File: config.mk
export PLATFORM = sky130hd
export DESIGN_NAME = mem_access_unit
export DESIGN_NICKNAME = d
export VERILOG_FILES = /design/src/rtl/mem_access_unit.sv
export SDC_FILE = /design/constraint.sdc
export NUM_CORES = 1
export LEC_CHECK = 0
export BUFFER_PORTS_ARGS = -buffer_cell sky130_fd_sc_hd__buf_2
export CORE_MARGIN = 2
export CORE_UTILIZATION = 58
export DETAILED_ROUTE_END_ITERATION = 7
export HOLD_SLACK_MARGIN = 0.05
export PLACE_DENSITY_LB_ADDON = 0.25
export SYNTH_ARGS = -nofsm -noshare
export SYNTH_HDL_FRONTEND = slang
export SYNTH_SLANG_ARGS = --single-unit
File: constraint.sdc
create_clock -name clk -period 6.5 [get_ports clk]
set_input_delay 0.65 -clock clk [delete_from_list [all_inputs] [get_ports clk]]
set_output_delay 0.65 -clock clk [all_outputs]
set_load 0.03 [all_outputs]
File: src/rtl/mem_access_unit.sv
// mem_access_unit
// Load/store unit between the CPU datapath and a 32 x 32-bit word data RAM.
// Byte-addressed lw/lh/lhu/lb/lbu/sw/sh/sb requests become word RAM cycles;
// sub-word stores use a read-modify-write (RD, WAIT, WR), and loads are
// returned sign- or zero-extended with a one-cycle done pulse.
//
// Ports:
//   clk, rst           rising-edge clock, asynchronous active-high reset
//   req/ready          request strobe, accepted only while ready=1 (IDLE)
//   we, size, sign_ext request kind: store/load, 00 B / 01 H / 10 W / 11 bad
//   addr, wdata        byte address (word addr[6:2], lane addr[1:0]), store data
//   done, err, rdata   completion pulse, reject flag, held load result
//   ram_*              word RAM port (registered read data on ram_rdata)
//
// Build option: define LSU_MISALIGN_TRAP_EN to reject misaligned half/word
// requests with err=1; otherwise they are silently aligned.
module mem_access_unit (
  input  logic        clk,
  input  logic        rst,
  input  logic        req,
  input  logic        we,
  input  logic [1:0]  size,
  input  logic        sign_ext,
  input  logic [6:0]  addr,
  input  logic [31:0] wdata,
  output logic        ready,
  output logic        done,
  output logic        err,
  output logic [31:0] rdata,
  output logic        ram_ena,
  output logic        ram_wena,
  output logic [4:0]  ram_addr,
  output logic [31:0] ram_wdata,
  input  logic [31:0] ram_rdata
);

  typedef enum logic [2:0] {
    ST_IDLE = 3'd0,
    ST_RD   = 3'd1,
    ST_WAIT = 3'd2,
    ST_WR   = 3'd3,
    ST_RESP = 3'd4
  } state_t;

  state_t      state_r, next_state_s;
  logic        we_r, sign_r;
  logic [1:0]  size_r;
  logic [6:0]  addr_r;
  logic [31:0] wdata_r;
  logic [31:0] rdata_r;
  logic        ready_r, done_r, err_r;
  logic        ram_ena_r, ram_wena_r;
  logic [4:0]  ram_addr_r;
  logic [31:0] ram_wdata_r;
  logic        reject_s;
  logic [6:0]  acc_addr_s;
  logic        ram_ena_s, ram_wena_s;
  logic [4:0]  ram_addr_s;
  logic [31:0] ram_wdata_s;

  // Force the natural alignment of the access size.
  function automatic logic [6:0] align_addr(input logic [1:0] sz, input logic [6:0] a);
    case (sz)
      2'b01:   return {a[6:1], 1'b0};
      2'b10:   return {a[6:2], 2'b00};
      default: return a;
    endcase
  endfunction

  function automatic logic is_misaligned(input logic [1:0] sz, input logic [1:0] lane);
    case (sz)
      2'b01:   return lane[0];
      2'b10:   return (lane != 2'b00);
      default: return 1'b0;
    endcase
  endfunction

  // Pick the addressed lane (little-endian) and extend it to 32 bits.
  function automatic logic [31:0] load_extract(input logic [31:0] word, input logic [1:0] sz,
                                               input logic [1:0] lane, input logic sx);
    logic [7:0]  b;
    logic [15:0] h;
    b = word[{lane, 3'b000} +: 8];
    h = lane[1] ? word[31:16] : word[15:0];
    case (sz)
      2'b00:   return {{24{sx & b[7]}}, b};
      2'b01:   return {{16{sx & h[15]}}, h};
      default: return word;
    endcase
  endfunction

  // Replace the addressed lane of the old word with right-justified store data.
  function automatic logic [31:0] store_merge(input logic [31:0] word, input logic [31:0] wd,
                                              input logic [1:0] sz, input logic [1:0] lane);
    logic [31:0] m;
    m = word;
    case (sz)
      2'b00: m[{lane, 3'b000} +: 8] = wd[7:0];
      2'b01: begin
        if (lane[1]) begin
          m[31:16] = wd[15:0];
        end else begin
          m[15:0] = wd[15:0];
        end
      end
      default: m = wd;
    endcase
    return m;
  endfunction

`ifdef LSU_MISALIGN_TRAP_EN
  assign reject_s = (size == 2'b11) | is_misaligned(size, addr[1:0]);
`else
  assign reject_s = (size == 2'b11);
`endif

  // While accepting, the RAM address comes from the request being latched.
  assign acc_addr_s = (state_r == ST_IDLE) ? align_addr(size, addr) : addr_r;

  // Next-state decode.
  always_comb begin
    next_state_s = state_r;
    case (state_r)
      ST_IDLE: begin
        if (req) begin
          if (reject_s) begin
            next_state_s = ST_RESP;
          end else if (we && (size == 2'b10)) begin
            next_state_s = ST_WR;
          end else begin
            next_state_s = ST_RD;
          end
        end else begin
          next_state_s = ST_IDLE;
        end
      end
      ST_RD:   next_state_s = ST_WAIT;
      ST_WAIT: begin
        if (we_r) begin
          next_state_s = ST_WR;
        end else begin
          next_state_s = ST_RESP;
        end
      end
      ST_WR:   next_state_s = ST_RESP;
      ST_RESP: next_state_s = ST_IDLE;
      default: next_state_s = ST_IDLE;
    endcase
  end

  // RAM port values for the state being entered; registered below so the
  // port is a clean function of the current state. The merge uses the read
  // word straight off ram_rdata during WAIT, so no separate buffer is kept.
  always_comb begin
    ram_ena_s   = 1'b0;
    ram_wena_s  = 1'b0;
    ram_addr_s  = 5'd0;
    ram_wdata_s = 32'd0;
    case (next_state_s)
      ST_RD: begin
        ram_ena_s  = 1'b1;
        ram_addr_s = acc_addr_s[6:2];
      end
      ST_WR: begin
        ram_ena_s  = 1'b1;
        ram_wena_s = 1'b1;
        ram_addr_s = acc_addr_s[6:2];
        if (state_r == ST_IDLE) begin
          ram_wdata_s = wdata;
        end else begin
          ram_wdata_s = store_merge(ram_rdata, wdata_r, size_r, addr_r[1:0]);
        end
      end
      default: begin
        ram_ena_s   = 1'b0;
        ram_wena_s  = 1'b0;
        ram_addr_s  = 5'd0;
        ram_wdata_s = 32'd0;
      end
    endcase
  end

  // FSM state register.
  always_ff @(posedge clk or posedge rst) begin
    if (rst) begin
      state_r <= ST_IDLE;
    end else begin
      state_r <= next_state_s;
    end
  end

  // Latch the request on acceptance; later input changes are ignored.
  always_ff @(posedge clk or posedge rst) begin
    if (rst) begin
      we_r    <= 1'b0;
      size_r  <= 2'b00;
      sign_r  <= 1'b0;
      addr_r  <= 7'd0;
      wdata_r <= 32'd0;
    end else if ((state_r == ST_IDLE) && req) begin
      we_r    <= we;
      size_r  <= size;
      sign_r  <= sign_ext;
      addr_r  <= align_addr(size, addr);
      wdata_r <= wdata;
    end
  end

  // Load result; stores and rejected requests leave it untouched.
  always_ff @(posedge clk or posedge rst) begin
    if (rst) begin
      rdata_r <= 32'd0;
    end else if ((state_r == ST_WAIT) && !we_r) begin
      rdata_r <= load_extract(ram_rdata, size_r, addr_r[1:0], sign_r);
    end
  end

  // Registered handshake and RAM outputs; reset clears them asynchronously,
  // which also aborts a write in flight.
  always_ff @(posedge clk or posedge rst) begin
    if (rst) begin
      ready_r     <= 1'b1;
      done_r      <= 1'b0;
      err_r       <= 1'b0;
      ram_ena_r   <= 1'b0;
      ram_wena_r  <= 1'b0;
      ram_addr_r  <= 5'd0;
      ram_wdata_r <= 32'd0;
    end else begin
      ready_r     <= (next_state_s == ST_IDLE);
      done_r      <= (next_state_s == ST_RESP);
      err_r       <= (state_r == ST_IDLE) && (next_state_s == ST_RESP);
      ram_ena_r   <= ram_ena_s;
      ram_wena_r  <= ram_wena_s;
      ram_addr_r  <= ram_addr_s;
      ram_wdata_r <= ram_wdata_s;
    end
  end

  assign ready     = ready_r;
  assign done      = done_r;
  assign err       = err_r;
  assign rdata     = rdata_r;
  assign ram_ena   = ram_ena_r;
  assign ram_wena  = ram_wena_r;
  assign ram_addr  = ram_addr_r;
  assign ram_wdata = ram_wdata_r;

endmodule

Word-level counts from Yosys, hierarchy flattened
Cells that the tools add are included.
{"block": "classes", "bitwise_logic": 2, "reduce_logical": 9, "add_sub_neg": 1, "muxes": 18, "n_eq_ne": 10, "shifts": 3}
{"op": "$pmux 32 s2", "n": 2}
{"op": "$mux 32", "n": 2}
{"op": "$mux 16", "n": 3}
{"op": "$bwmux 32", "n": 1}
{"op": "$shift 8x7->32 const A", "n": 1}
{"op": "$shiftx 32x6->8", "n": 1}
{"op": "$shiftx 8x7->32", "n": 1}
{"op": "$pmux 3 s4", "n": 1}
{"op": "$eq 3x2->1 const B", "n": 3}
{"op": "$mux 3", "n": 3}
{"op": "$mux 7", "n": 1}
{"op": "$neg 5->7", "n": 1}
{"op": "$eq 3x1->1 const B", "n": 2}
{"op": "$logic_not 3->1", "n": 2}
{"op": "$mux 5", "n": 1}
{"op": "$eq 2x1->1 const B", "n": 2}
{"op": "$eq 2x2->1 const B", "n": 2}
{"op": "$logic_and 1x1->1", "n": 4}
{"op": "$pmux 2 s2", "n": 1}
{"op": "$eq 3x3->1 const B", "n": 1}
{"op": "$and 1x1->1", "n": 2}
{"op": "$logic_not 2->1", "n": 1}
{"op": "$mux 1", "n": 2}
{"op": "$mux 2", "n": 1}
{"op": "2 further kinds", "n": 2}
{"block": "totals", "regBits": 120, "in_bits": 78, "out_inout_bits": 74, "wordCells": 57}

Logic depth before layout (Yosys ltp)
Gate-level depths: netlist of the first run.
{"block": "logic_depth", "ltp_word": 9, "depth_mapped": 8, "mapped_depth_nobuf": 6}

Least setup slack after synthesis of the first run
No wires, ideal clock.
{"block": "synth_timing", "path_type": "in2reg", "start": "input size[0]", "end": "register ram_wdata_r[30] (netlist: ram_wdata[30])", "path_stages": 6, "setup_ps": 81, "n_path_buf": 1, "arrival_ps": 2147, "setup_slack_ps": 4272, "t_required_ps": 6419, "path_cell_list": "ha_1 -> or3b_1 -> a211o_1 -> a31o_4 -> buf_4 -> nor3_2"}
{"block": "synth_via", "elab_chain_cells": 8, "elab_cells_between_ends": 9, "cone_classes": "eq/ne (3); mux (5); reduce/logical (1)"}
{"item": "from (decl)", "line_no": "22", "rtl": "input logic [1:0] size,"}
{"item": "$eq 2x2->1", "line_no": "128", "rtl": "end else if (we && (size == 2'b10)) begin"}
{"item": "$logic_and 1x1->1", "line_no": "128"}
{"item": "$mux 2", "line_no": "128"}
{"item": "$mux 3 (*)", "line_no": "126", "rtl": "if (reject_s) begin"}
{"item": "$mux 3 (*)", "line_no": "125", "rtl": "if (req) begin"}
{"item": "$pmux 3 s4 (*)", "line_no": "123", "rtl": "case (state_r)"}
{"item": "$eq 3x2->1 (*)", "line_no": "159", "rtl": "case (next_state_s)"}
{"item": "$mux 32 (*)", "line_no": "159"}
{"item": "via ram_wdata_s[30]", "line_no": "59", "rtl": "logic [31:0] ram_wdata_s;"}
{"item": "to (signal assigned)", "line_no": "236", "rtl": "ram_wdata_r <= ram_wdata_s;"}
{"item": "to (decl)", "line_no": "54", "rtl": "logic [31:0] ram_wdata_r;"}
The timed path passes the listed nets; every way through them passes the cells marked *.
A chain may end at the register's enable or synchronous reset.

Final worst setup path of the first run
{"block": "layout_timing", "start": "register size_r[1]", "end": "register rdata_r[23] (netlist: rdata[23])"}
{"block": "layout_via", "elab_chain_cells": 2, "elab_cells_between_ends": 3, "cone_classes": "eq/ne (1); mux (1); reduce/logical (1)"}
{"item": "from (decl)", "line_no": "47", "rtl": "logic [1:0] size_r;"}
{"item": "from (signal assigned)", "line_no": "202", "rtl": "size_r <= size;"}
{"item": "$eq 2x1->1 or $logic_not 2->1 (tied branches)", "line_no": "85", "rtl": "case (sz)"}
{"item": "$pmux 32 s2 (*)", "line_no": "85"}
{"item": "to (signal assigned)", "line_no": "214", "rtl": "rdata_r <= load_extract(ram_rdata, size_r, addr_r[1:0], sign_r);"}
{"item": "to (decl)", "line_no": "50", "rtl": "logic [31:0] rdata_r;"}
Mark *: on every way between the ends. The rest lies on a longest branch, timed or not.

==> results of run 1 <==
-- critical path: cells and delay by family, from the launching register on --
family          cells  cell delay, ns
simple gates        3            0.58
compound gates      1            1.04
buf+inv             1            0.51
flops               1            0.71
-- per-layer routing --
metal	GRT usage	share of wire
met1	0.412	0.38
met2	0.528	0.49
met3	0.0793	0.093
met4	0.182	0.045
met5	0	0
-- worst max-delay path by stage --
stage	slack (ns)	to	start	depth (start not counted)
after floorplan	2.67	addr_r[0]$_DFFE_PP0P_	rst	1
after global placement	3.75	rdata[20]$_DFFE_PP0P_	size_r[1]$_DFFE_PP0P_	5
after detailed placement	3.56	rdata[23]$_DFFE_PP0P_	size_r[1]$_DFFE_PP0P_	5
after CTS	3.56	rdata[23]$_DFFE_PP0P_	size_r[1]$_DFFE_PP0P_	5
after global routing	3.26	rdata[23]$_DFFE_PP0P_	size_r[1]$_DFFE_PP0P_	5
final	3.43	rdata[23]$_DFFE_PP0P_	size_r[1]$_DFFE_PP0P_	5
-- layout make-up --
type	count	area, µm²	area share
sequential	120	3010	0.394
multi-input combinational	421	2990	0.392
timing repair buffer	158	808	0.106
clock buffer	17	414	0.0543
clock inverter	15	200	0.0263
tap	136	170	0.0223
inverter	9	36.3	0.00476
-- metrics by stage --
stage / hold slack, ns / instances
final: 0.213 / 876
after global routing: 0.309 / 876
after CTS: 0.249 / 876
after detailed placement: 0.472 / 844
after global placement: 0.471 / 844
after floorplan: 0.481 / 600
-- sequential cells by signal, indices dropped and copies added, names as in the netlist --
register and cells:
we_r 1, ram_addr 5, rdata 32, ram_wena 1
sign_r 1, ram_wdata 32, addr_r 7, wdata_r 32
ready 1, done 1, size_r 2, ram_ena 1
err 1, state_r 3
-- logic make-up (layout without fill, tap and decap cells) --
group                    Yosys count  in the layout  synth area share
AND/OR/NAND/NOR                  212            212             0.173
AO/OA/AOI/OAI                    136            136             0.173
flip-flops                       120            120             0.481
multiplexers                      65             65             0.114
buffers and inverters             59            199            0.0429
adder cells (fa/ha/maj)            8              8            0.0160
-- placed cells by master (no fill, tap or decap), types with 16 or more instances in the layout --
cell type	instances
sky130_fd_sc_hd__nand2_1	62
sky130_fd_sc_hd__buf_2	151
sky130_fd_sc_hd__o21ai_0	30
sky130_fd_sc_hd__nor2_1	55
sky130_fd_sc_hd__nand3_1	43
sky130_fd_sc_hd__mux2i_1	18
sky130_fd_sc_hd__nor3_2	17
sky130_fd_sc_hd__a21oi_1	16
sky130_fd_sc_hd__mux2_2	47
sky130_fd_sc_hd__clkbuf_16	16
sky130_fd_sc_hd__dfrtp_1	118
-- power by group --
part	total (µW)	switching, µW	leakage (µW)	internal, µW
registers	1350	300	0.00151	1050
clock network	981	358	0.000291	623
logic	1960	1240	0.00174	717
total	4290	1900	0.00354	2390
==> summary by stage, run 1 <==
Placement
The worst setup timing slack at the placement stage is 3.56 ns. The congestion estimate from routability-driven global placement came to 0.959. After detailed placement, the total cell area comes to 7010 µm². The half-perimeter wire length of the detailed placement result is 12800 µm. Port buffering added 151 buffers.

Worst setup path
The largest stage delay on the critical path is 1.04 ns. The endpoint identified for the worst register-to-register timing path is rdata[23]$_DFFE_PP0P_. Walking the worst path, the cells encountered are buf_4, or3_1, nor2_1, o211ai_1, nand3_1. The critical setup path kind is reg -> reg.

Data on the critical path is required at its endpoint by 6.85 ns. The sort of element at the end of the critical path is a flip-flop. The reg-to-reg setup timing slack is 3.43 ns. The cell at the slowest stage of the critical path is sky130_fd_sc_hd__o211ai_1. In this run the critical register-to-register path is launched from size_r[1]$_DFFE_PP0P_. For the worst setup path, the data arrival time is 3.42 ns. Of all nets on the critical path, the largest fanout is 45.

The worst setup path is launched from a flip-flop. The number of cells on the worst reg-to-reg path is 5.

Status
The run finished, with violations left. The checks that failed: DRC.

Route
The total wire length is 18600 µm. The pre-antenna-repair detailed-routing pass consisted of 8 iterations. The via count is 5519. The detail route stage leaves a number of antenna-violating nets equal to 0.

In this run, the number of DRC markers left after iteration 0 of detailed routing was 513. The final routed DRC violation total is 1. The post-detailed-route via-to-cell ratio is 6.30. The routed length per instance is 21.2 µm.

Clock tree
The H-tree generated during clock tree synthesis spans 4 levels. For the worst-skew pair, the clock arrives at the later sink with an insertion delay of 0.55 ns. Hold repair after CTS inserted 0 buffers.

The clock passes through at most 2 buffers. TritonCTS built the clock tree. In this run the clock root is driven by a sky130_fd_sc_hd__clkbuf_8. The TritonCTS sink count is 120. The count of cells resized by post-cts repair is 0.

Buffers added to address setup during post-CTS repair amount to 0. Clock-pin slew was measured on the worst setup and hold paths at 0.06 ns. Counting the buffers created by CTS gives 17.

Final layout
The finished cells cover 7620 µm². Of the cells placed in the final design, the portion with a size suffix greater than 1 is 0.374. Once layout is complete, the utilization of the core stands at 0.735. Compared with the post-synthesis result, the final layout area differs by 22.2%. Counting the fill cells in the layout gives 766. The count of antenna diodes in the layout is 0.

The number of nets in the layout is 813.

Timing
Static timing analysis puts the maximum clock frequency at 326 MHz. The final clock period utilization by the worst path is 0.473. Setup repair after global routing left no endpoint under its margin.

For the pin with the worst max-slew slack, the measured transition is 1.32 ns. The worst pin sits at a relative slew slack of 0.117. The final count of pins violating max slew is 0. The final worst-path setup slack is 3.43 ns. The maximum clock skew at final layout is 0.00512 ns. The final-layout setup total negative slack is 0 ns. The number of setup violations in the final report is 0. The count of endpoints failing hold in the final timing report is 0. The final critical delay including setup and external delays is 3.07 ns.

Power
Across the VDD grid, the largest voltage drop is 0.428 mV. The analysis attributes to cell leakage a power of 0.00354 µW. Overall power consumption after layout is estimated at 4290 µW. The power per standard cell area is 563 nW/µm².

Die
From left edge to right edge, the die measures 108 µm. The I/O pin count is 152. The region available for standard cell placement spans 10400 µm². The die covers 11600 µm².

The die height is 108 µm. The initial utilization of the core area, before any placement, comes to 0.602. In this run the core area contains 37 standard-cell rows.

Synthesis
The distinct cell type count of the synthesized netlist is 51. The synthesized design contains 120 register bits. Synthesis produced a netlist with a net count of 686. Summed over all instances, the cell type with the most area after synthesis is sky130_fd_sc_hd__dfrtp_1. The most used standard cell by instance count after synthesis is sky130_fd_sc_hd__dfrtp_1. For this run, asynchronously set or reset flops after synthesis account for 1.00.

After synthesis, the mean cell area works out to 10.4 µm². After synthesis, the cell types taking the most area are sky130_fd_sc_hd__dfrtp_1 48%, sky130_fd_sc_hd__mux2_2 8.5%, sky130_fd_sc_hd__nand2_1 3.7%. The number of enable-type register cells in the synthesized netlist is 0. Among all flip-flop cells after synthesis, the most frequent one is sky130_fd_sc_hd__dfrtp_1. The netlist area before placement is 6240 µm². After synthesis, the most frequently instantiated cells are 119 x sky130_fd_sc_hd__dfrtp_1, 62 x sky130_fd_sc_hd__nand2_1, 55 x sky130_fd_sc_hd__nor2_1. The sequential fraction of the synthesis area is 0.481. The share of synthesized area in the top cell type comes to 0.477. The count of yosys warnings during synthesis is 0.

Synthesis handed over a netlist of 600 instances.

Global route
The remaining global-route overflow is 0. The total global-route track usage is 0.330. The initial antenna violation count is 0. The via count of the first global-routing pass came to 5408.

The first global-routing pass estimated 28500 µm of wire. The maximum number of pins on one net before global-route repair is 64.

Flow run
Across the run, the number of max-cap violations was 0.

Hold path
The class of the tightest hold or removal check is in -> async.
No activity file was read; power rests on OpenSTA's default activity.
==> run 2: changes to the inputs <==
--- a/config.mk
+++ b/config.mk
@@ -5,9 +5,10 @@
 export SDC_FILE = /design/constraint.sdc
 export NUM_CORES = 1
 export LEC_CHECK = 0
+export ABC_AREA = 1
 export BUFFER_PORTS_ARGS = -buffer_cell sky130_fd_sc_hd__buf_2
 export CORE_MARGIN = 2
-export CORE_UTILIZATION = 58
+export CORE_UTILIZATION = 55
 export DETAILED_ROUTE_END_ITERATION = 7
 export HOLD_SLACK_MARGIN = 0.05
 export PLACE_DENSITY_LB_ADDON = 0.25
==> constraint.sdc (replaced) <==
create_clock -name clk -period 3 [get_ports clk]
set_input_delay 0.3 -clock clk [delete_from_list [all_inputs] [get_ports clk]]
set_output_delay 0.3 -clock clk [all_outputs]
set_load 0.03 [all_outputs]
==> summary by stage, run 2 <==
Status
Run status: completed (was complete, but fails checks).

Global route
The via count of the first global-routing pass is 6664 (was 5408). The maximum number of pins on one net before global-route repair is 65 (was 64). The total global-route track usage is 0.340 (was 0.330). The initial antenna violation count is 0 (unchanged). The wire length of the first global-routing pass is 34500 µm (was 28500 µm). The remaining global-route overflow came to 0 (unchanged).

Clock tree
The buffer levels on the longest clock path is 2 (unchanged). The clock input transition at the sequential cells of the worst setup and hold paths came to 0.05 ns (was 0.06 ns). The clock buffer count from CTS is 17 (unchanged). The H-tree depth reported by CTS is 4 (unchanged). The TritonCTS sink count is 120 (unchanged). The clock network latency to the later pin of the worst-skew pair is 0.43 ns (was 0.55 ns).

The root buffer selected by CTS is sky130_fd_sc_hd__clkbuf_16 (was sky130_fd_sc_hd__clkbuf_8). The CTS tree is built (unchanged). The count of cells resized by post-cts repair came to 0 (unchanged).

Synthesis
The average size of a mapped cell is 7.09 µm² (was 10.4 µm²). The number of synthesized register bits is 120 (unchanged). The number of enable-type register cells in the synthesized netlist is 0 (unchanged). The synthesized net count is 1073 (was 686). Largest cells by area after synthesis: sky130_fd_sc_hd__dfrtp_1 43%, sky130_fd_sc_hd__nand2_1 15%, sky130_fd_sc_hd__nand3_1 7.1% (was sky130_fd_sc_hd__dfrtp_1 48%, sky130_fd_sc_hd__mux2_2 8.5%, sky130_fd_sc_hd__nand2_1 3.7%). The leading area contributor after synthesis is sky130_fd_sc_hd__dfrtp_1 (unchanged). The most used standard cell by instance count after synthesis is sky130_fd_sc_hd__nand2_1 (was sky130_fd_sc_hd__dfrtp_1).

The prevailing post-synth register cell is sky130_fd_sc_hd__dfrtp_1 (unchanged). The number of standard cells after synthesis came to 987 (was 600). Most frequent cells after synthesis: 289 x sky130_fd_sc_hd__nand2_1, 119 x sky130_fd_sc_hd__dfrtp_1, 106 x sky130_fd_sc_hd__inv_1 (was 119 x sky130_fd_sc_hd__dfrtp_1, 62 x sky130_fd_sc_hd__nand2_1, 55 x sky130_fd_sc_hd__nor2_1). The share of the synthesized area in the top cell type is 0.425 (was 0.477).

The distinct cell type count of the synthesized netlist is 32 (was 51). The count of yosys warnings during synthesis is 0 (unchanged). The netlist area before placement is 7000 µm² (was 6240 µm²). The share of flip-flops with an asynchronous set or reset was 1.00 (unchanged). The sequential fraction of the synthesis area came to 0.429 (was 0.481).

Final layout
The synthesis-to-layout area growth came to 20.3% (was 22.2%). The number of nets in the layout is 1205 (was 813). The count of antenna diodes in the layout is 0 (unchanged). The share of final-layout standard cells stronger than drive strength 1 came to 0.223 (was 0.374). Commonest cells after routing, fill and taps aside: 289 x sky130_fd_sc_hd__nand2_1, 151 x sky130_fd_sc_hd__buf_2, 117 x sky130_fd_sc_hd__dfrtp_1, 105 x sky130_fd_sc_hd__inv_1, 99 x sky130_fd_sc_hd__nand3_1 (was 151 x sky130_fd_sc_hd__buf_2, 118 x sky130_fd_sc_hd__dfrtp_1, 62 x sky130_fd_sc_hd__nand2_1, 55 x sky130_fd_sc_hd__nor2_1, 47 x sky130_fd_sc_hd__mux2_2). The commonest non-fill, non-tap cell in the layout is sky130_fd_sc_hd__nand2_1 (was sky130_fd_sc_hd__buf_2).

The number of fillers in the final layout is 1161 (was 766).

Timing
The final count of pins violating max slew is 0 (unchanged). The final-layout setup total negative slack is 0 ns (unchanged). The count of endpoints failing hold in the final timing report is 0 (unchanged). The final clock period utilization by the worst path came to 0.733 (was 0.473). Setup repair after global routing missed its margin: no (unchanged). The normalized max-slew margin is 0.431 (was 0.117). The maximum clock rate is 455 MHz (was 326 MHz).

The slew of the pin with the lowest slew margin was 0.844 ns (was 1.32 ns). The number of setup violations in the final report is 0 (unchanged). The final critical delay including setup and external delays is 2.20 ns (was 3.07 ns). The maximum clock skew at final layout is 0.00763 ns (was 0.00512 ns).

Die
The initial core utilization was 0.559 (was 0.602). The full die area is 13600 µm² (was 11600 µm²). The I/O pin count was 152 (unchanged). The area of the core is 12500 µm² (was 10400 µm²). The horizontal die dimension is 117 µm (was 108 µm). The placement row count is 41 (was 37).

The die height was 117 µm (was 108 µm).

Route
The amount of wire on met3 after detailed routing is 1750 µm (was 1720 µm). The routed length per instance is 17.1 µm (was 21.2 µm). The final routed DRC violation total is 0 (was 1). The total wire length was 22300 µm (was 18600 µm). The total met2 wirelength after detailed routing was 10100 µm (was 9000 µm). The remaining antenna violation count is 0 (unchanged). The number of DRC violations after detailed-routing iteration 0 came to 759 (was 513). The post-route met1 wirelength came to 9440 µm (was 7000 µm). The post-detailed-route via-to-cell ratio came to 5.39 (was 6.30). The number of search-and-repair iterations in the first detailed-routing pass is 5 (was 8). The via count came to 7027 (was 5519).

The uppermost layer routed was met4 (unchanged).

Worst setup path
The data arrival at the endpoint of the critical path is 2.56 ns (was 3.42 ns). The critical setup path kind was reg -> reg (unchanged). The maximum fanout along the worst path is 21 (was 45).

The sort of element at the end of the critical path is a flip-flop (unchanged). The nature of the critical path startpoint is a flip-flop (unchanged). The worst path required time was 3.36 ns (was 6.85 ns).

Power
The final total power came to 10100 µW (was 4290 µW). The power per standard cell area is 1200 nW/µm² (was 563 nW/µm²). The cell leakage power is 0.00456 µW (was 0.00354 µW). The maximum vdd ir drop is 0.549 mV (was 0.428 mV).

Placement
The quantity of I/O buffers inserted on ports is 151 (unchanged). The half-perimeter wire length of the detailed placement result came to 15900 µm (was 12800 µm). The weighted congestion at the end of routability-driven global placement is 1.00 (was 0.959).

Hold path
The class of the tightest hold or removal check is in -> reg (was in -> async).

Flow run
The count of maximum capacitance violations is 0 (unchanged).
==> run 2: cell types whose count changed in the layout (fill, tap and decap cells not counted), moves of 15 or more <==
cell	delta
sky130_fd_sc_hd__a211oi_1	-15
sky130_fd_sc_hd__a21oi_1	+50
sky130_fd_sc_hd__a221o_1	-15
sky130_fd_sc_hd__inv_1	+98
sky130_fd_sc_hd__mux2_2	-47
sky130_fd_sc_hd__mux2i_1	-18
sky130_fd_sc_hd__nand2_1	+227
sky130_fd_sc_hd__nand3_1	+56
sky130_fd_sc_hd__nor2_1	+20
sky130_fd_sc_hd__nor3_2	-17
sky130_fd_sc_hd__o211ai_1	+16
sky130_fd_sc_hd__o21ai_0	+26
sky130_fd_sc_hd__o21ai_1	+21
sky130_fd_sc_hd__or2_2	+24
==> run 2: cell families after synthesis <==
logic type,count (synthesis),share of synthesized area
adders and majority gates,8,0.0143
DFF,120,0.429
and+or+nand+nor,516,0.317
AOI/OAI and AO/OA,173,0.136
buffers and inverters,170,0.104
==> run 2: power breakdown <==
part	internal (µW)	total, µW	switching [µW]
sequential	2270	2700	435
clock	1360	2100	736
combinational	1540	5270	3730
==> run 2: critical path, stage by stage (launching register included) <==
cell                      delay (ns)
sky130_fd_sc_hd__dfrtp_1        0.49
sky130_fd_sc_hd__inv_2          0.23
sky130_fd_sc_hd__ha_1           0.53
sky130_fd_sc_hd__nand2_1        0.15
sky130_fd_sc_hd__inv_1          0.22
sky130_fd_sc_hd__nand3_1        0.11
sky130_fd_sc_hd__a21oi_1        0.23
sky130_fd_sc_hd__nor2_1         0.07
sky130_fd_sc_hd__nor2_1         0.10
==> run 2: cell type report <==
cell class | count | area (µm²) | area share
Clock inverter | 9 | 123 | 0.0146
Multi-Input combinational cell | 697 | 3270 | 0.388
Inverter | 116 | 439 | 0.0521
Timing Repair Buffer | 167 | 891 | 0.106
Tap cell | 172 | 215 | 0.0255
Sequential cell | 120 | 3010 | 0.357
Clock buffer | 23 | 478 | 0.0567
==> run 2: worst paths after layout <==
path,start,to,slack (ns),cells past startpoint
worst max-delay path,addr_r[0]$_DFFE_PP0P_,ram_wdata[16]$_DFF_PP0_,0.80,8
worst min-delay path,sign_ext,sign_r$_DFFE_PP0P_,0.08,3
worst max register to register,addr_r[0]$_DFFE_PP0P_,ram_wdata[16]$_DFF_PP0_,0.80,8
worst min register to register,rdata[11]$_DFFE_PP0P_,rdata[11]$_DFFE_PP0P_,0.47,2
max in group asynchronous,rst,addr_r[1]$_DFFE_PP0P_,1.67,4
min in group asynchronous,rst,wdata_r[15]$_DFFE_PP0P_,0.47,3
==> run 2: layer usage <==
layer / track usage / vias to the layer above
met5: 0 / -
met4: 0.171 / 0
met3: 0.0778 / 73
met2: 0.521 / 327
met1: 0.456 / 3233
li1: - / 3394
==> run 2: repair_timing <==
| item | CTS | global route |
|---|---|---|
| hold endpoints to repair | 20 | 0 |
| buffers inserted | 0 | 0 |
| hold buffers | 1 | 0 |
==> run 2: stage by stage <==
step | util | hold slack (ns) | area [µm²] | worst slack [ns] | cells
5_1_grt | 0.673 | 0.111 | 8420 | 0.604 | 1304
3_3_place_gp | 0.624 | 0.372 | 7810 | 0.807 | 1271
3_5_place_dp | 0.624 | 0.377 | 7810 | 0.840 | 1271
4_1_cts | 0.673 | 0.0821 | 8420 | 0.812 | 1304
2_1_floorplan | - | 0.421 | 7000 | 1.19 | 987
6_report | 0.673 | 0.0821 | 8420 | 0.801 | 1304
==> run 3: changes to the inputs <==
--- a/config.mk
+++ b/config.mk
@@ -5,10 +5,10 @@
 export SDC_FILE = /design/constraint.sdc
 export NUM_CORES = 1
 export LEC_CHECK = 0
-export ABC_AREA = 1
+export ABC_AREA = 0
 export BUFFER_PORTS_ARGS = -buffer_cell sky130_fd_sc_hd__buf_2
 export CORE_MARGIN = 2
-export CORE_UTILIZATION = 55
+export CORE_UTILIZATION = 54
 export DETAILED_ROUTE_END_ITERATION = 7
 export HOLD_SLACK_MARGIN = 0.05
 export PLACE_DENSITY_LB_ADDON = 0.25
==> constraint.sdc (replaced) <==
create_clock -name clk -period 2.2 [get_ports clk]
set_input_delay 0.22 -clock clk [delete_from_list [all_inputs] [get_ports clk]]
set_output_delay 0.22 -clock clk [all_outputs]
set_load 0.03 [all_outputs]
==> summary by stage, run 3 (synthesized netlist as in run 1, its figures left out) <==
Status
Run status: completed (unchanged).

Worst setup path
The gate family responsible for the most delay along the worst path was buffers and inverters (was adder cells). The number of buffers and inverters on the critical path is 1 (was 2). The sort of element at the end of the critical path is a flip-flop (unchanged). The largest stage delay on the critical path came to 0.59 ns (was 0.53 ns). The data arrival at the endpoint of the critical path came to 2.34 ns (was 2.56 ns). The cell at the slowest stage of the critical path is sky130_fd_sc_hd__buf_4 (was sky130_fd_sc_hd__ha_1). The nature of the critical path startpoint is a flip-flop (unchanged). The maximum fanout along the worst path came to 47 (was 21). Cell chain of the critical path: nor4b_2, buf_4, mux2_2 (was inv_2, ha_1, nand2_1, inv_1, nand3_1, a21oi_1, nor2_1, nor2_1).

The critical setup path kind is reg -> reg (unchanged). The worst path required time came to 2.50 ns (was 3.36 ns).

Final layout
The commonest non-fill, non-tap cell in the layout is sky130_fd_sc_hd__buf_2 (was sky130_fd_sc_hd__nand2_1). The count of antenna diodes in the layout was 0 (unchanged). The number of nets in the layout was 847 (was 1205). Commonest cells after routing, fill and taps aside: 151 x sky130_fd_sc_hd__buf_2, 118 x sky130_fd_sc_hd__dfrtp_1, 62 x sky130_fd_sc_hd__nand2_1, 55 x sky130_fd_sc_hd__nor2_1, 47 x sky130_fd_sc_hd__mux2_2 (was 289 x sky130_fd_sc_hd__nand2_1, 151 x sky130_fd_sc_hd__buf_2, 117 x sky130_fd_sc_hd__dfrtp_1, 105 x sky130_fd_sc_hd__inv_1, 99 x sky130_fd_sc_hd__nand3_1). The share of final-layout standard cells stronger than drive strength 1 is 0.384 (was 0.223). The post-layout instance area was 7890 µm² (was 8420 µm²). The synthesis-to-layout area growth is 26.4% (was 20.3%).

Placement
The total cell area at the placement stage is 7230 µm² (was 7810 µm²). The weighted congestion at the end of routability-driven global placement is 0.879 (was 1.00). The half-perimeter wire length of the detailed placement result is 13200 µm (was 15900 µm).

The quantity of I/O buffers inserted on ports is 151 (unchanged).

Route
The number of search-and-repair iterations in the first detailed-routing pass was 7 (was 5). The post-detailed-route via-to-cell ratio is 6.10 (was 5.39). The number of DRC violations after detailed-routing iteration 0 came to 600 (was 759).

The final routed DRC violation total is 0 (unchanged). The total wire length is 19000 µm (was 22300 µm). The remaining antenna violation count is 0 (unchanged). The routed length per instance came to 20.7 µm (was 17.1 µm).

The via count is 5590 (was 7027).

Die
The full die area is 12400 µm² (was 13600 µm²). The die height is 112 µm (was 117 µm). The horizontal die dimension came to 112 µm (was 117 µm). The I/O pin count is 152 (unchanged).

The initial core utilization is 0.549 (was 0.559). The placement row count came to 39 (was 41). The area of the core is 11400 µm² (was 12500 µm²).

Timing
The count of endpoints failing hold in the final timing report is 0 (unchanged). The final count of pins violating max slew is 0 (unchanged). The final clock period utilization by the worst path is 0.929 (was 0.733). The maximum clock skew at final layout was 0.00927 ns (was 0.00763 ns). The normalized max-slew margin is 0.569 (was 0.431). Setup repair after global routing missed its margin: no (unchanged).

The maximum clock rate is 489 MHz (was 455 MHz). The final-layout setup total negative slack was 0 ns (unchanged). The slew of the pin with the lowest slew margin came to 0.647 ns (was 0.844 ns). The final critical delay including setup and external delays is 2.04 ns (was 2.20 ns). The number of setup violations in the final report is 0 (unchanged).

Clock tree
The clock buffer count from CTS is 17 (unchanged). The clock network latency to the later pin of the worst-skew pair was 0.42 ns (was 0.43 ns). The clock input transition at the sequential cells of the worst setup and hold paths is 0.05 ns (about the same). The count of cells resized by post-cts repair is 0 (unchanged). The H-tree depth reported by CTS came to 4 (unchanged). The root buffer selected by CTS is sky130_fd_sc_hd__clkbuf_16 (unchanged). The TritonCTS sink count is 120 (unchanged). The CTS tree is built (unchanged). The buffer levels on the longest clock path came to 2 (unchanged).

Global route
The total global-route track usage was 0.311 (was 0.340). The initial antenna violation count came to 0 (unchanged). The maximum number of pins on one net before global-route repair came to 121 (was 65). The remaining global-route overflow is 0 (unchanged). The wire length of the first global-routing pass is 29900 µm (was 34500 µm).

The via count of the first global-routing pass was 5569 (was 6664).

Hold path
The class of the tightest hold or removal check is in -> reg (unchanged).

Power
The power per standard cell area is 1620 nW/µm² (was 1200 nW/µm²). The cell leakage power is 0.00369 µW (was 0.00456 µW). The final total power is 12800 µW (was 10100 µW). The maximum vdd ir drop is 1.16 mV (was 0.549 mV).

Flow run
The count of maximum capacitance violations is 0 (unchanged).
-- run 3: path summary, 6_finish.rpt --
path	start	end	slack, ns	cells after the start
worst max-delay path	state_r[0]$_DFF_PP0_	wdata_r[29]$_DFFE_PP0P_	0.16	3
worst min-delay path	sign_ext	sign_r$_DFFE_PP0P_	0.05	2
worst max register to register	state_r[0]$_DFF_PP0_	wdata_r[29]$_DFFE_PP0P_	0.16	3
worst min register to register	rdata[6]$_DFFE_PP0P_	rdata[6]$_DFFE_PP0P_	0.48	2
max in group asynchronous	rst	size_r[1]$_DFFE_PP0P_	1.15	4
min in group asynchronous	rst	wdata_r[28]$_DFFE_PP0P_	0.55	4
-- run 3: area by class of cell --
class	instances	area (µm²)
fill	880	3480
sequential	120	3010
multi-input combinational	421	2990
timing repair buffer	192	1110
clock buffer	22	464
tap	143	179
clock inverter	9	100
inverter	9	37.5
-- run 3: per-stage QoR --
| step | instances | hold slack (ns) | worst slack [ns] | util |
|---|---|---|---|---|
| 6_report | 916 | 0.0523 | 0.156 | 0.694 |
| 5_1_grt | 916 | 0.0508 | 0.0679 | 0.694 |
| 4_1_cts | 916 | 0.0510 | 0.181 | 0.694 |
| 3_5_place_dp | 875 | 0.449 | 0.184 | 0.636 |
| 3_3_place_gp | 875 | 0.451 | 0.241 | 0.636 |
| 2_1_floorplan | 600 | 0.337 | 0.0623 | - |
-- run 3: what timing repair did --
item	4_1_cts	5_1_grt
setup buffers	0	0
hold endpoints to repair	129	0
hold buffers	10	0
-- run 3: where the power goes --
group          total [µW]  internal (µW)  switching, µW  leakage, µW
logic                6260           2370           3900      0.00191
clock network        2680           1710            972     0.000276
registers            3820           3100            726      0.00151
-- run 3: routing by layer --
| metal | up-vias | share of wire | GRT usage | wire length [µm] |
|---|---|---|---|---|
| met3 | 43 | 0.081 | 0.0740 | 1540 |
| met1 | 2741 | 0.40 | 0.415 | 7550 |
| met5 | - | 0 | 0 | 0 |
| li1 | 2514 | - | - | - |
| met4 | 0 | 0.039 | 0.146 | 739 |
| met2 | 292 | 0.48 | 0.483 | 9130 |
